## src/rtl/uart_tx_sched_pkg.sv

```systemverilog
// Shared encodings and payload types for the UART transmit scheduler.
package uart_tx_sched_pkg;

    localparam int unsigned BYTE_W = 8;
    localparam int unsigned WORD_W = 16;
    localparam int unsigned ST_W   = 2;

    localparam logic [1:0] ST_IDLE    = 2'd0;
    localparam logic [1:0] ST_LOAD    = 2'd1;
    localparam logic [1:0] ST_WAIT_HI = 2'd2;
    localparam logic [1:0] ST_WAIT_LO = 2'd3;

    // Everything frozen at grant time for the life of one transaction.
    typedef struct packed {
        logic [WORD_W-1:0] word;
        logic              two;
        logic              par_en;
        logic              par_typ;
    } txn_t;

    // Byte 0 lives in the low half of the word, byte 1 in the high half.
    function automatic logic [BYTE_W-1:0] pick_byte(input logic [WORD_W-1:0] word,
                                                    input logic              idx);
        return idx ? word[WORD_W-1:BYTE_W] : word[BYTE_W-1:0];
    endfunction

endpackage

```

## src/rtl/uart_tx_sched_rr_arbiter.sv

```systemverilog
// Round-robin arbiter: first set request strictly after the pointer, wrapping.
module rr_arbiter #(
    parameter  int unsigned NUM_REQ = 2,
    localparam int unsigned PTR_W   = $clog2(NUM_REQ)
) (
    input  logic [NUM_REQ-1:0] req_i,
    input  logic [PTR_W-1:0]   ptr_i,
    output logic [NUM_REQ-1:0] gnt_c_o,
    output logic [PTR_W-1:0]   idx_c_o,
    output logic               any_c_o
);

    logic [PTR_W-1:0] cand;
    logic             found;

    // Scan candidates ptr+1, ptr+2, ... ptr+NUM_REQ and keep the first hit.
    always_comb begin
        gnt_c_o = '0;
        idx_c_o = ptr_i;
        cand    = '0;
        found   = 1'b0;
        for (int k = 1; k <= int'(NUM_REQ); k++) begin
            cand = PTR_W'((int'(ptr_i) + k) % int'(NUM_REQ));
            if (!found && req_i[cand]) begin
                gnt_c_o[cand] = 1'b1;
                idx_c_o       = cand;
                found         = 1'b1;
            end
        end
        any_c_o = found;
    end

endmodule

```

## src/rtl/uart_tx_sched.sv

```systemverilog
// Sequences 1- or 2-byte requests from several clients into a UART transmitter.
module uart_tx_sched
    import uart_tx_sched_pkg::*;
#(
    parameter int unsigned NUM_REQ = 2,
    parameter int unsigned BUSY_TO = 4
) (
    input  logic                      clk,
    input  logic                      reset,
    input  logic [NUM_REQ-1:0]        req,
    input  logic [WORD_W*NUM_REQ-1:0] req_data,
    input  logic [NUM_REQ-1:0]        req_two,
    input  logic                      cfg_par_en,
    input  logic                      cfg_par_typ,
    input  logic                      tx_busy,
    output logic [BYTE_W-1:0]         tx_p_data,
    output logic                      tx_data_valid,
    output logic                      tx_par_en,
    output logic                      tx_par_typ,
    output logic [NUM_REQ-1:0]        gnt,
    output logic [NUM_REQ-1:0]        done,
    output logic                      err_timeout,
    output logic                      sched_busy
);

    localparam int unsigned PTR_W = $clog2(NUM_REQ);
    localparam int unsigned CNT_W = $clog2(BUSY_TO + 1);

    logic [ST_W-1:0]    state_q,  state_d;
    logic [PTR_W-1:0]   ptr_q,    ptr_d;
    logic [PTR_W-1:0]   owner_q,  owner_d;
    txn_t               txn_q,    txn_d;
    logic               bidx_q,   bidx_d;
    logic [CNT_W-1:0]   cnt_q,    cnt_d;
    logic [BYTE_W-1:0]  p_data_q, p_data_d;
    logic               dv_q,     dv_d;
    logic [NUM_REQ-1:0] gnt_q,    gnt_d;
    logic [NUM_REQ-1:0] done_q,   done_d;
    logic               err_q,    err_d;
    logic               sb_q,     sb_d;

    logic [NUM_REQ-1:0] arb_gnt_c;
    logic [PTR_W-1:0]   arb_idx_c;
    logic               arb_any_c;

    rr_arbiter #(.NUM_REQ(NUM_REQ)) u_arb (
        .req_i   (req),
        .ptr_i   (ptr_q),
        .gnt_c_o (arb_gnt_c),
        .idx_c_o (arb_idx_c),
        .any_c_o (arb_any_c)
    );

    // Next-state and registered-output logic for the transfer sequencer.
    always_comb begin
        state_d  = state_q;
        ptr_d    = ptr_q;
        owner_d  = owner_q;
        txn_d    = txn_q;
        bidx_d   = bidx_q;
        cnt_d    = cnt_q;
        p_data_d = p_data_q;
        dv_d     = 1'b0;
        gnt_d    = '0;
        done_d   = '0;
        err_d    = 1'b0;

        case (state_q)
            ST_IDLE: begin
                if (arb_any_c) begin
                    ptr_d         = arb_idx_c;
                    owner_d       = arb_idx_c;
                    txn_d.word    = WORD_W'(req_data >> (WORD_W * arb_idx_c));
                    txn_d.two     = req_two[arb_idx_c];
                    txn_d.par_en  = cfg_par_en;
                    txn_d.par_typ = cfg_par_typ;
                    bidx_d        = 1'b0;
                    gnt_d         = arb_gnt_c;
                    state_d       = ST_LOAD;
                end
            end
            ST_LOAD: begin
                // Never strobe a byte into a transmitter that is still framing.
                if (!tx_busy) begin
                    p_data_d = pick_byte(txn_q.word, bidx_q);
                    dv_d     = 1'b1;
                    cnt_d    = '0;
                    state_d  = ST_WAIT_HI;
                end
            end
            ST_WAIT_HI: begin
                if (tx_busy) begin
                    state_d = ST_WAIT_LO;
                end else if (cnt_q == CNT_W'(BUSY_TO - 1)) begin
                    err_d   = 1'b1;
                    state_d = ST_IDLE;
                end else begin
                    cnt_d = cnt_q + CNT_W'(1);
                end
            end
            ST_WAIT_LO: begin
                if (!tx_busy) begin
                    if (!bidx_q && txn_q.two) begin
                        bidx_d  = 1'b1;
                        state_d = ST_LOAD;
                    end else begin
                        done_d  = NUM_REQ'(1) << owner_q;
                        state_d = ST_IDLE;
                    end
                end
            end
            default: state_d = ST_IDLE;
        endcase

        sb_d = (state_d != ST_IDLE);
    end

    // State and output registers with synchronous reset.
    always_ff @(posedge clk) begin
        if (reset) begin
            state_q  <= ST_IDLE;
            ptr_q    <= PTR_W'(NUM_REQ - 1);
            owner_q  <= '0;
            txn_q    <= '0;
            bidx_q   <= 1'b0;
            cnt_q    <= '0;
            p_data_q <= '0;
            dv_q     <= 1'b0;
            gnt_q    <= '0;
            done_q   <= '0;
            err_q    <= 1'b0;
            sb_q     <= 1'b0;
        end else begin
            state_q  <= state_d;
            ptr_q    <= ptr_d;
            owner_q  <= owner_d;
            txn_q    <= txn_d;
            bidx_q   <= bidx_d;
            cnt_q    <= cnt_d;
            p_data_q <= p_data_d;
            dv_q     <= dv_d;
            gnt_q    <= gnt_d;
            done_q   <= done_d;
            err_q    <= err_d;
            sb_q     <= sb_d;
        end
    end

    assign tx_p_data     = p_data_q;
    assign tx_data_valid = dv_q;
    assign tx_par_en     = txn_q.par_en;
    assign tx_par_typ    = txn_q.par_typ;
    assign gnt           = gnt_q;
    assign done          = done_q;
    assign err_timeout   = err_q;
    assign sched_busy    = sb_q;

endmodule
```

## config.mk

```make
export PLATFORM = sky130hd
export DESIGN_NAME = uart_tx_sched
export DESIGN_NICKNAME = d
export VERILOG_FILES = /design/src/rtl/uart_tx_sched_pkg.sv /design/src/rtl/uart_tx_sched_rr_arbiter.sv /design/src/rtl/uart_tx_sched.sv
export SDC_FILE = /design/constraint.sdc
export NUM_CORES = 1
export LEC_CHECK = 0
export CAP_MARGIN = 20
export CORE_MARGIN = 3
export CORE_UTILIZATION = 50
export CTS_CLUSTER_DIAMETER = 120
export CTS_CLUSTER_SIZE = 24
export DETAILED_ROUTE_END_ITERATION = 10
export GPL_ROUTABILITY_DRIVEN = 0
export PLACE_DENSITY = 0.84
export SKIP_CTS_REPAIR_TIMING = 1
export SYNTH_ARGS = -nofsm -noshare
export SYNTH_HDL_FRONTEND = slang
export SYNTH_SLANG_ARGS = --single-unit
```

## constraint.sdc

```tcl
create_clock -name clk -period 2.5 [get_ports clk]
set_input_delay 0.25 -clock clk [delete_from_list [all_inputs] [get_ports clk]]
set_output_delay 0.25 -clock clk [all_outputs]
set_load 0.01 [all_outputs]
```

Yosys cells after proc, flatten, opt, wreduce, memory -nomap -nowiden
Cells that the tools add are included.
{"block": "word_totals", "elab_cells": 94, "out_inout_bits": 17, "register_bits": 42, "in_bits": 41}
{"block": "classes", "shifts": 2, "bitwise_logic": 7, "magnitude_cmp": 5, "reduce_logical": 18, "mux": 34, "addsub": 3, "eq_ne": 10}
{"cell": "$shr 32x5->16", "n": 1}
{"cell": "$mux 1", "n": 18}
{"cell": "$mux 2", "n": 7}
{"cell": "$ne 2x2->1 const B", "n": 6}
{"cell": "$mux 3", "n": 3}
{"cell": "$mux 8", "n": 1}
{"cell": "$pmux 2 s4", "n": 1}
{"cell": "$reduce_and 4->1", "n": 2}
{"cell": "$lt 1x2->1 const B", "n": 3}
{"cell": "$not 1->1", "n": 6}
{"cell": "$pmux 3 s2", "n": 1}
{"cell": "$reduce_bool 2->1", "n": 3}
{"cell": "$reduce_or 3->1", "n": 2}
{"cell": "$eq 2x2->1 const B", "n": 2}
{"cell": "$logic_and 1x1->1", "n": 4}
{"cell": "$reduce_and 2->1", "n": 2}
{"cell": "$reduce_or 4->1", "n": 1}
{"cell": "$add 3x1->3 const B", "n": 1}
{"cell": "$eq 3x2->1 const B", "n": 1}
{"cell": "$add 1x1->1 const B", "n": 2}
{"cell": "$demux 1 s1", "n": 2}
{"cell": "$eq 2x1->1 const B", "n": 1}
{"cell": "$ge 1x1->1 const B", "n": 2}
{"cell": "$logic_not 1->1", "n": 2}
{"cell": "5 further kinds", "n": 5}

Depth between registers and ports, before layout
Gate-level depths: netlist of run 1.
{"block": "logic_depth", "word_depth": 10, "depth_mapped": 5, "depth_no_buf": 5}

Cells and area by module
Synthesis of run 1 repeated with hierarchy kept, for this count alone.
{"block": "unflattened", "cells_unflattened": 185, "area_unflattened_um2": 1865.5}
{"mod": "uart_tx_sched", "seq_area_each_um2": 840.8, "instances": 1, "area_each_um2": 1830.5, "cells_each": 179}
{"mod": "rr_arbiter", "seq_area_each_um2": 0.0, "instances": 1, "area_each_um2": 35.0, "cells_each": 6}

Worst setup path after synthesis of run 1
Ideal clock, no wire load.
{"block": "synth_timing", "kind": "flip-flop to flip-flop", "startpoint": "register cnt_q[0]", "endpoint": "register cnt_q[1]", "stages_incl_launch_ff": 6, "setup_time_ps": 123, "n_path_buf": 0, "period_less_slack_ps": 1430, "t_arrival_ps": 1307, "slack_ps": 1070, "required_ps": 2377, "path_cell_list": "dfxtp_1 ha_1 ha_1 or3b_1 a21oi_1 o32ai_1"}
{"block": "synth_via", "elab_chain_len": 4, "word_cells_on_any_way": 7, "classes_between": "add/sub (1); eq/ne (2); mux (3); reduce/logical (1)"}
{"item": "start: declaration", "line": "uart_tx_sched.sv:34", "source": "logic [CNT_W-1:0] cnt_q, cnt_d;"}
{"item": "start signal: assignment", "line": "uart_tx_sched.sv:139", "source": "cnt_q <= cnt_d;"}
{"item": "$add 3x1->3", "line": "uart_tx_sched.sv:98", "source": "cnt_d = cnt_q + CNT_W'(1);"}
{"item": "$mux 3", "line": "uart_tx_sched.sv:94", "source": "end else if (cnt_q == CNT_W'(BUSY_TO - 1)) begin"}
{"item": "$mux 3", "line": "uart_tx_sched.sv:92", "source": "if (tx_busy) begin"}
{"item": "$pmux 3 s2", "line": "uart_tx_sched.sv:68", "source": "case (state_q)"}
Parallel ways exist; a longest one is shown, timed or not. The select of a mux whose other input is x is not followed.
A chain may end at the register's enable or synchronous reset.

Final worst setup path of run 1
{"block": "layout_timing", "startpoint": "register state_q[0]", "endpoint": "register txn_q[5] (netlist bit)"}
{"block": "layout_via", "elab_chain_len": 2}
{"item": "start: declaration", "line": "uart_tx_sched.sv:29", "source": "logic [ST_W-1:0] state_q, state_d;"}
{"item": "start signal: assignment", "line": "uart_tx_sched.sv:134", "source": "state_q <= state_d;"}
{"item": "$logic_not 2->1", "line": "uart_tx_sched.sv:68"}
{"item": "$reduce_and 2->1 (no line)"}
{"item": "end signal: assignment", "line": "uart_tx_sched.sv:137", "source": "txn_q <= txn_d;"}
{"item": "end: declaration", "line": "uart_tx_sched.sv:32", "source": "txn_t txn_q, txn_d;"}
No other way between the ends.

==> impl_metrics.csv, run 1 <==
group,metric,value,unit
run_status,status,"finished, final reports clean",
power,switching_share,28.1,%
drt,drt_first_pass_iters,4,
floorplanning,die_h,69.0,µm
yosys,yosysWarnings,0,
timing,fin_crit,1660,ps
power,p_leak,0.872,nW
power,clockPowerShare,31.9,%
global_route,grt_pass1_wl,7550,µm
layout,num-nets-final,301,
floorplanning,die-area,4760,µm²
setup_path,cp_slowest_cell,"nor2_2",
global_route,grt_pass1_vias,1659,
timing,fmax,0.601,GHz
setup_path,end_kind,"register",
power,total_power,1.68,mW
yosys,synth.largest_area_cell,"dfxtp_1",
setup_path,start_kind,"register",
power,p_sw,473,µW
min_path,hold_class,"register to register",
floorplanning,rows,22,
timing,slew_violations,0,
floorplanning,start_util,52.9,%
yosys,synth_edf_count,0,
timing,worstMarginPinSlew,794,ps
power,p_comb_share,22.0,%
setup_path,required,2710,ps
yosys,syn_area,1980,µm²
setup_path,critPathKind,"register to register",
setup_path,slowest_delay,680,ps
timing,timing.final.ws_setup,836,ps
clock_network,htreeDepth,2,
yosys,ys_seq_elements,42,
timing,hold_viol,0,
yosys,synthTopCellsByArea,"dfxtp_1 (42%), a21oi_1 (6.1%), a311oi_2 (6.1%)",
layout,final_common_cell,"clkdlybuf4s50_1",
drt,via_count,1800,
yosys,yosys.area.top_type_share,42.4,%
place,dpl_cell_area,2490,µm²
layout,synthToLayoutAreaGrowth,31.3,%
power,peakVddDrop,0.486,mV
setup_path,crit_fanout,21,
yosys,synth_ff_type,"dfxtp_1",
floorplanning,io_pins,58,
floorplanning,core_area,3740,µm²
job,drv_cap,0,
global_route,grt_max_degree,38,
layout,antennaDiodeCount,0,
drt,viasPerCell,5.86,
yosys,seq_area_frac_synth,42.4,%
drt,drc,0,
clock_network,cts_sinks,42,
timing,fin_crit_sh,66.5,%
place,portBuffers,57,
timing,fin_tns_setup,0,ps
power,pwr-share-seq,46.1,%
yosys,yosysUniqueCellTypes,40,
layout,final_cell_area,2600,µm²
clock_network,cts.reportedPaths.clkPinSlew,90,ps
timing,relSlewSlack,47.0,%
timing,rsz0062_at_grt,"no",
timing,worst_clock_skew,8.47,ps
clock_network,cts-root-buf,"clkbuf_8",
floorplanning,die_width,69.0,µm
timing,setup_violations,0,
yosys,syn_avg_cell_area,9.30,µm²
clock_network,cts_tree,"built",
clock_network,cts_buffers,5,
drt,wl_per_cell,15.1,µm
global_route,antenna_found_initial,0,
yosys,async_flop_share,0,%
setup_path,critical_path_arrival,1870,ps
global_route,overflow,0,
yosys,postSynthCellCount,213,
yosys,synth_nets,256,
power,p_int,1.21,mW
clock_network,ctsLongestPathBuffers,2,
clock_network,clk_latency,300,ps
layout,drive_gt1_share,9.65,%
drt,routed_wl,4640,µm
global_route,gr-usage-all-layers,21.6,%
drt,drtIter0Drc,127,
power,power_density,646,nW/µm²
place,place_ws,541,ps
layout,layout_common_cells,"clkdlybuf4s50_1 (57), dfxtp_1 (42), a21oi_1 (24)",
drt,antenna_left,0,
setup_path,crit_chain,"nor2_2 -> a21oi_1 -> a311oi_2",
place,hpwl,3280,µm
worst max-delay path, delay by kind of cell, from the launching register on:
kind / cells / cell delay (ps)
simple gates: 1 / 680
compound gates: 2 / 460
flops: 1 / 430
synthesized netlist by cell type (6+ instances only):
cell type / count
mux2i_1: 8
a311oi_1: 9
dfxtp_1: 42
o21ai_1: 10
nand3_1: 19
inv_1: 8
a211oi_1: 6
nor2_1: 11
a21oi_1: 24
a311oi_2: 8
buf_2: 9
o21ai_0: 11
worst paths after layout:
check,from,depth (start not counted),endpoint,slack [ps]
max reg2reg,state_q[0]$_SDFF_PP0_,3,txn_q[5]$_SDFFE_PP0P_,840
min,owner_q$_SDFFE_PP0P_,2,done[1]$_SDFF_PP0_,470
max,state_q[0]$_SDFF_PP0_,3,txn_q[5]$_SDFFE_PP0P_,840
min reg2reg,owner_q$_SDFFE_PP0P_,2,done[1]$_SDFF_PP0_,470
metal layers:
metal	routed length, µm	vias up	share of wire, %	global-route usage, %
li1	-	885	-	-
met1	1890	824	41	27.3
met2	2280	83	49	35.1
met3	397	8	8.6	4.54
met4	68	0	1.5	9.49
met5	0	-	0	0
power by group through the flow:
stage / logic [mW] / clock network (mW) / registers (mW)
after global placement: 0.360 / 0 / 0.788
after floorplan: 0.247 / 0 / 0.783
after global routing: 0.404 / 0.569 / 0.786
final: 0.370 / 0.536 / 0.776
after detailed placement: 0.367 / 0 / 0.791
after CTS: 0.370 / 0.537 / 0.776
cells by family after synthesis:
family / after synthesis / synth area share (%)
fa+ha+maj: 2 / 1.26
buf+inv: 28 / 8.14
flops: 42 / 42.4
compound gates: 78 / 28.1
mux: 8 / 4.04
simple gates: 55 / 16.0
stage by stage:
step	util [%]	std cells	hold WS, ps
CTS	69.5	307	472
global placement	66.5	299	456
detailed placement	66.5	299	466
floorplan	-	213	327
global route	69.5	307	491
finish	69.5	307	468
cell type report:
type / count / area, µm²
inverters: 8 / 30.0
repair buffers: 58 / 578
fillers: 307 / 1140
clock buffers: 5 / 68.8
clock inverters: 3 / 45.0
multi-input cells: 143 / 980
flip-flops and latches: 42 / 841
well taps: 48 / 60.1
sequential cells by signal, indices dropped and copies added, names as in the netlist:
signal	flops
txn_q	17
tx_p_data	8
cnt_q	3
done	2
gnt	2
state_q	2
bidx_q	1
err_timeout	1
owner_q	1
ptr_q	1
sched_busy	1
tx_data_valid	1
tx_par_en	1
tx_par_typ	1
No activity file was read; power rests on OpenSTA's default activity.
==> run 2: changes to the inputs <==
--- a/config.mk
+++ b/config.mk
@@ -7,12 +7,12 @@
 export LEC_CHECK = 0
 export CAP_MARGIN = 20
 export CORE_MARGIN = 3
-export CORE_UTILIZATION = 50
+export CORE_UTILIZATION = 47
 export CTS_CLUSTER_DIAMETER = 120
 export CTS_CLUSTER_SIZE = 24
 export DETAILED_ROUTE_END_ITERATION = 10
 export GPL_ROUTABILITY_DRIVEN = 0
-export PLACE_DENSITY = 0.84
+export PLACE_DENSITY = 0.79
 export SKIP_CTS_REPAIR_TIMING = 1
 export SYNTH_ARGS = -nofsm -noshare
 export SYNTH_HDL_FRONTEND = slang
==> constraint.sdc (replaced) <==
create_clock -name clk -period 1.7 [get_ports clk]
set_input_delay 0.17 -clock clk [delete_from_list [all_inputs] [get_ports clk]]
set_output_delay 0.17 -clock clk [all_outputs]
set_load 0.01 [all_outputs]
==> run 2 against run 1 <==
Non-clock buffer count is 14 higher. Flip-flop and latch count stayed put. Hold slack worse by 55 ps. Cell area is 6.0% higher. First-iteration DRC count is 49% lower.
==> impl_metrics.csv, run 2 (synthesis results as in run 1) <==
group,metric,value,unit
power,power_density,922,nW/µm²
clock_network,cts_tree,"built",
floorplanning,io_pins,58,
layout,top_register,"txn_q",
power,p_leak,0.961,nW
min_path,hold_class,"primary input to register",
run_status,status,"finished, final reports clean",
setup_path,crit_chain,"ha_1 -> ha_1 -> or3b_1 -> a21oi_2 -> o32ai_1",
timing,fin_crit_sh,89.7,%
drt,antenna_left,0,
setup_path,required,1900,ps
setup_path,slowest_delay,370,ps
clock_network,cts_sinks,42,
place,place_ws,53.6,ps
timing,slew_violations,0,
floorplanning,rows,22,
floorplanning,die_h,70.9,µm
power,clockPowerShare,31.1,%
clock_network,clk_latency,310,ps
drt,drtIter0Drc,65,
layout,num-nets-final,315,
power,p_int,1.84,mW
layout,synthToLayoutAreaGrowth,39.1,%
clock_network,htreeDepth,2,
power,switching_share,27.7,%
setup_path,start_kind,"register",
drt,routed_wl,4760,µm
setup_path,critPathKind,"register to register",
timing,worstMarginPinSlew,530,ps
drt,drt_first_pass_iters,4,
timing,rsz0062_at_grt,"no",
clock_network,cts.reportedPaths.clkPinSlew,80,ps
power,p_comb_share,24.1,%
setup_path,cpMostUsedCell,"ha_1",
setup_path,crit_fanout,4,
layout,largest_reg_flops,17,
global_route,gr-usage-all-layers,19.4,%
timing,fin_crit,1530,ps
timing,fin_tns_setup,0,ps
timing,relSlewSlack,64.6,%
drt,via_count,1787,
global_route,grt_pass1_vias,1631,
global_route,grt_max_degree,22,
power,pwr-share-seq,44.9,%
place,hpwl,3460,µm
layout,drive_gt1_share,14.3,%
global_route,grt_pass1_wl,7670,µm
timing,worst_clock_skew,9.48,ps
layout,antennaDiodeCount,0,
layout,final_common_cell,"clkdlybuf4s50_1",
clock_network,ctsLongestPathBuffers,2,
power,peakVddDrop,0.692,mV
timing,timing.final.ws_setup,174,ps
setup_path,cp.buffers_inverters,0,
setup_path,cp_slowest_cell,"or3b_1",
drt,viasPerCell,5.57,
power,p_sw,705,µW
place,portBuffers,57,
global_route,antenna_found_initial,0,
clock_network,cts-root-buf,"clkbuf_8",
power,total_power,2.54,mW
global_route,overflow,0,
setup_path,critical_path_arrival,1720,ps
floorplanning,start_util,51.4,%
floorplanning,die-area,5030,µm²
timing,setup_violations,0,
timing,fmax,0.655,GHz
floorplanning,die_width,70.9,µm
timing,hold_ws,414,ps
timing,hold_viol,0,
drt,drc,0,
clock_network,cts_buffers,5,
layout,layout_common_cells,"clkdlybuf4s50_1 (57), dfxtp_1 (42), a21oi_1 (23)",
setup_path,end_kind,"register",
setup_path,crit_family,"adder cells",
floorplanning,core_area,3850,µm²
drt,wl_per_cell,14.8,µm
job,drv_cap,0,
run 2: cell count changes in the layout (fill, tap and decap cells not counted), sizes merged:
cell      delta
clkbuf       +1
clkinvlp     -1
buf         +14
run 2: through the flow:
| stage | cells | area [µm²] | utilization (%) |
|---|---|---|---|
| 2_1_floorplan | 213 | 1980 | - |
| 3_3_place_gp | 312 | 2620 | 68.1 |
| 3_5_place_dp | 312 | 2620 | 68.1 |
| 4_1_cts | 320 | 2730 | 70.9 |
| 5_1_grt | 321 | 2760 | 71.6 |
| 6_report | 321 | 2760 | 71.6 |
run 2: final cells by class:
cell class,count,area (µm²)
clock inverter,2,37.5
timing repair buffer,72,733
sequential,42,841
inverter,8,30.0
clock buffer,6,72.6
fill,318,1100
multi-input combinational,143,983
tap,48,60.1
run 2: worst min-delay path, delay by kind of cell:
family | cells | cell delay, ps
AO/OA/AOI/OAI | 1 | 50
buffers and inverters | 1 | 390
AND/OR/NAND/NOR | 1 | 60
run 2: final timing paths:
path,start,end,slack (ps),cells past startpoint
min reg2reg,owner_q$_SDFFE_PP0P_,done[1]$_SDFF_PP0_,450,2
max reg2reg,cnt_q[0]$_SDFFE_PP0P_,cnt_q[2]$_SDFFE_PP0P_,170,5
max,cnt_q[0]$_SDFFE_PP0P_,cnt_q[2]$_SDFFE_PP0P_,170,5
min,cfg_par_typ,tx_par_typ$_SDFFE_PP0P_,410,3
run 2: per-layer routing:
metal  wire (µm)  share of wire, %  global-route usage (%)  up-vias
li1            -                 -                       -      917
met1        2210                46                    25.4      810
met2        2250                47                    30.8       53
met3         213               4.5                    3.84        7
met4          85               1.8                    8.77        0
met5           0                 0                       0        -
run 2: power groups by stage:
stage / sequential (mW) / combinational, mW / clock, mW
floorplan: 1.15 / 0.363 / 0
global placement: 1.16 / 0.586 / 0
detailed placement: 1.16 / 0.595 / 0
CTS: 1.14 / 0.598 / 0.804
global route: 1.15 / 0.668 / 0.842
finish: 1.14 / 0.612 / 0.790
==> run 3: changes to the inputs <==
--- a/config.mk
+++ b/config.mk
@@ -12,7 +12,7 @@
 export CTS_CLUSTER_SIZE = 24
 export DETAILED_ROUTE_END_ITERATION = 10
 export GPL_ROUTABILITY_DRIVEN = 0
-export PLACE_DENSITY = 0.79
+export PLACE_DENSITY = 0.89
 export SKIP_CTS_REPAIR_TIMING = 1
 export SYNTH_ARGS = -nofsm -noshare
 export SYNTH_HDL_FRONTEND = slang
==> run 3 against run 2 <==
Combinational power is essentially flat. Count of clock-buffer cells in the layout grew 1. Non-clock buffer count fell by 6. Fmax fell by 4.9%. Worst setup slack got worse by 79 ps. Core utilization shrank 1.2 points.
==> impl_metrics.csv, run 3 (synthesis results as in run 1) <==
group,metric,value,unit
floorplanning,core_area,3850,µm²
global_route,grt_pass1_vias,1717,
global_route,gr-usage-all-layers,19.0,%
drt,routed_wl,4710,µm
timing,worstMarginPinSlew,564,ps
global_route,grt_max_degree,38,
timing,setup_violations,0,
layout,drive_gt1_share,11.3,%
power,peakVddDrop,0.569,mV
setup_path,cpMostUsedCell,"ha_1",
layout,top_register,"txn_q",
layout,nFillCells,290,
floorplanning,die-area,5030,µm²
global_route,grt_pass1_wl,7690,µm
timing,worst_clock_skew,5.80,ps
place,portBuffers,57,
setup_path,slowest_delay,370,ps
power,p_leak,0.932,nW
power,power_density,865,nW/µm²
layout,seqCellArea,841,µm²
timing,fin_crit_sh,94.4,%
global_route,top_usage_layer,"met2",
floorplanning,io_pins,58,
setup_path,critical_path_arrival,1780,ps
global_route,use_met3,2.70,%
global_route,antenna_found_initial,0,
clock_network,cts_tree,"built",
timing,timing.final.ws_setup,95.0,ps
layout,synthToLayoutAreaGrowth,36.9,%
drt,drc,0,
setup_path,cp_slowest_cell,"or3b_1",
timing,fmax,0.623,GHz
place,place_ws,60.1,ps
drt,wl_per_cell,15.0,µm
setup_path,end_kind,"register",
min_path,hold_class,"primary input to register",
clock_network,ctsLongestPathBuffers,2,
layout,antennaDiodeCount,0,
global_route,overflow,0,
drt,via_count,1819,
floorplanning,rows,22,
layout,layout_common_cells,"clkdlybuf4s50_1 (57), dfxtp_1 (42), a21oi_1 (24)",
timing,relSlewSlack,62.4,%
clock_network,cts_sinks,42,
timing,fin_tns_setup,0,ps
clock_network,cts_buffers,5,
timing,fin_crit,1610,ps
drt,drt_first_pass_iters,4,
global_route,grtUsageMet2,33.0,%
drt,viasPerCell,5.79,
timing,hold_viol,0,
layout,multi_input_area,980,µm²
timing,rsz0062_at_grt,"no",
clock_network,cts.reportedPaths.clkPinSlew,80,ps
floorplanning,die_h,70.9,µm
place,hpwl,3530,µm
run_status,status,"finished, final reports clean",
setup_path,required,1870,ps
setup_path,critPathKind,"register to register",
setup_path,start_kind,"register",
floorplanning,start_util,51.4,%
clock_network,cts-root-buf,"clkbuf_8",
setup_path,crit_fanout,4,
clock_network,clk_latency,290,ps
layout,num-nets-final,309,
setup_path,crit_chain,"ha_1 -> ha_1 -> or3b_1 -> a21oi_1 -> o32ai_1",
floorplanning,die_width,70.9,µm
clock_network,htreeDepth,2,
layout,final_common_cell,"clkdlybuf4s50_1",
drt,antenna_left,0,
job,drv_cap,0,
timing,slew_violations,0,
global_route,grtUsageMet1,23.4,%
drt,drtIter0Drc,69,
layout,largest_reg_flops,17,
## run 3: changes by cell type in the layout (fill, tap and decap cells not counted), sizes merged
cell      delta
clkbuf       +1
buf          -6
clkinvlp     -1
bufinv       -1
## run 3: through the flow
step / area [µm²] / hold slack (ps) / instances / power (mW) / utilization (%)
after floorplan: 1980 / 247 / 213 / 1.51 / -
after global placement: 2640 / 449 / 307 / 1.75 / 68.4
after detailed placement: 2640 / 464 / 307 / 1.77 / 68.4
after CTS: 2710 / 435 / 314 / 2.36 / 70.4
after global routing: 2710 / 448 / 314 / 2.46 / 70.4
final: 2710 / 435 / 314 / 2.35 / 70.4
## run 3: final timing paths
| kind | startpoint | end | slack [ps] | cells after the start |
|---|---|---|---|---|
| setup / recovery | cnt_q[0]$_SDFFE_PP0P_ | cnt_q[2]$_SDFFE_PP0P_ | 90 | 5 |
| hold / removal | cfg_par_en | tx_par_en$_SDFFE_PP0P_ | 440 | 3 |
| setup reg to reg | cnt_q[0]$_SDFFE_PP0P_ | cnt_q[2]$_SDFFE_PP0P_ | 90 | 5 |
| hold reg to reg | tx_par_en$_SDFFE_PP0P_ | tx_par_en$_SDFFE_PP0P_ | 480 | 2 |
## run 3: routing by layer
metal,share of wire [%],up-vias
li1,-,903
met3,5.0,10
met5,0,-
met4,2.0,0
met2,52,54
met1,41,852
## run 3: layout make-up
| cell class | count | area share [%] |
|---|---|---|
| inverters | 8 | 1.11 |
| flip-flops and latches | 42 | 31.0 |
| well taps | 48 | 2.21 |
| repair buffers | 66 | 26.8 |
| clock buffers | 7 | 2.81 |
| multi-input cells | 143 | 36.1 |
## run 3: where the power goes
part           leakage (nW)  switching (mW)  total (mW)  internal [mW]
clock network        0.0383           0.310       0.593          0.283
registers             0.346          0.0664        1.14           1.08
logic                 0.548           0.288       0.610          0.322
total                 0.932           0.665        2.35           1.68
## run 3: critical path, delay by kind of cell, from the launching register on
family	cells	cell delay, ps
flops	1	330
compound gates	2	370
simple gates	1	370
fa+ha+maj	2	430
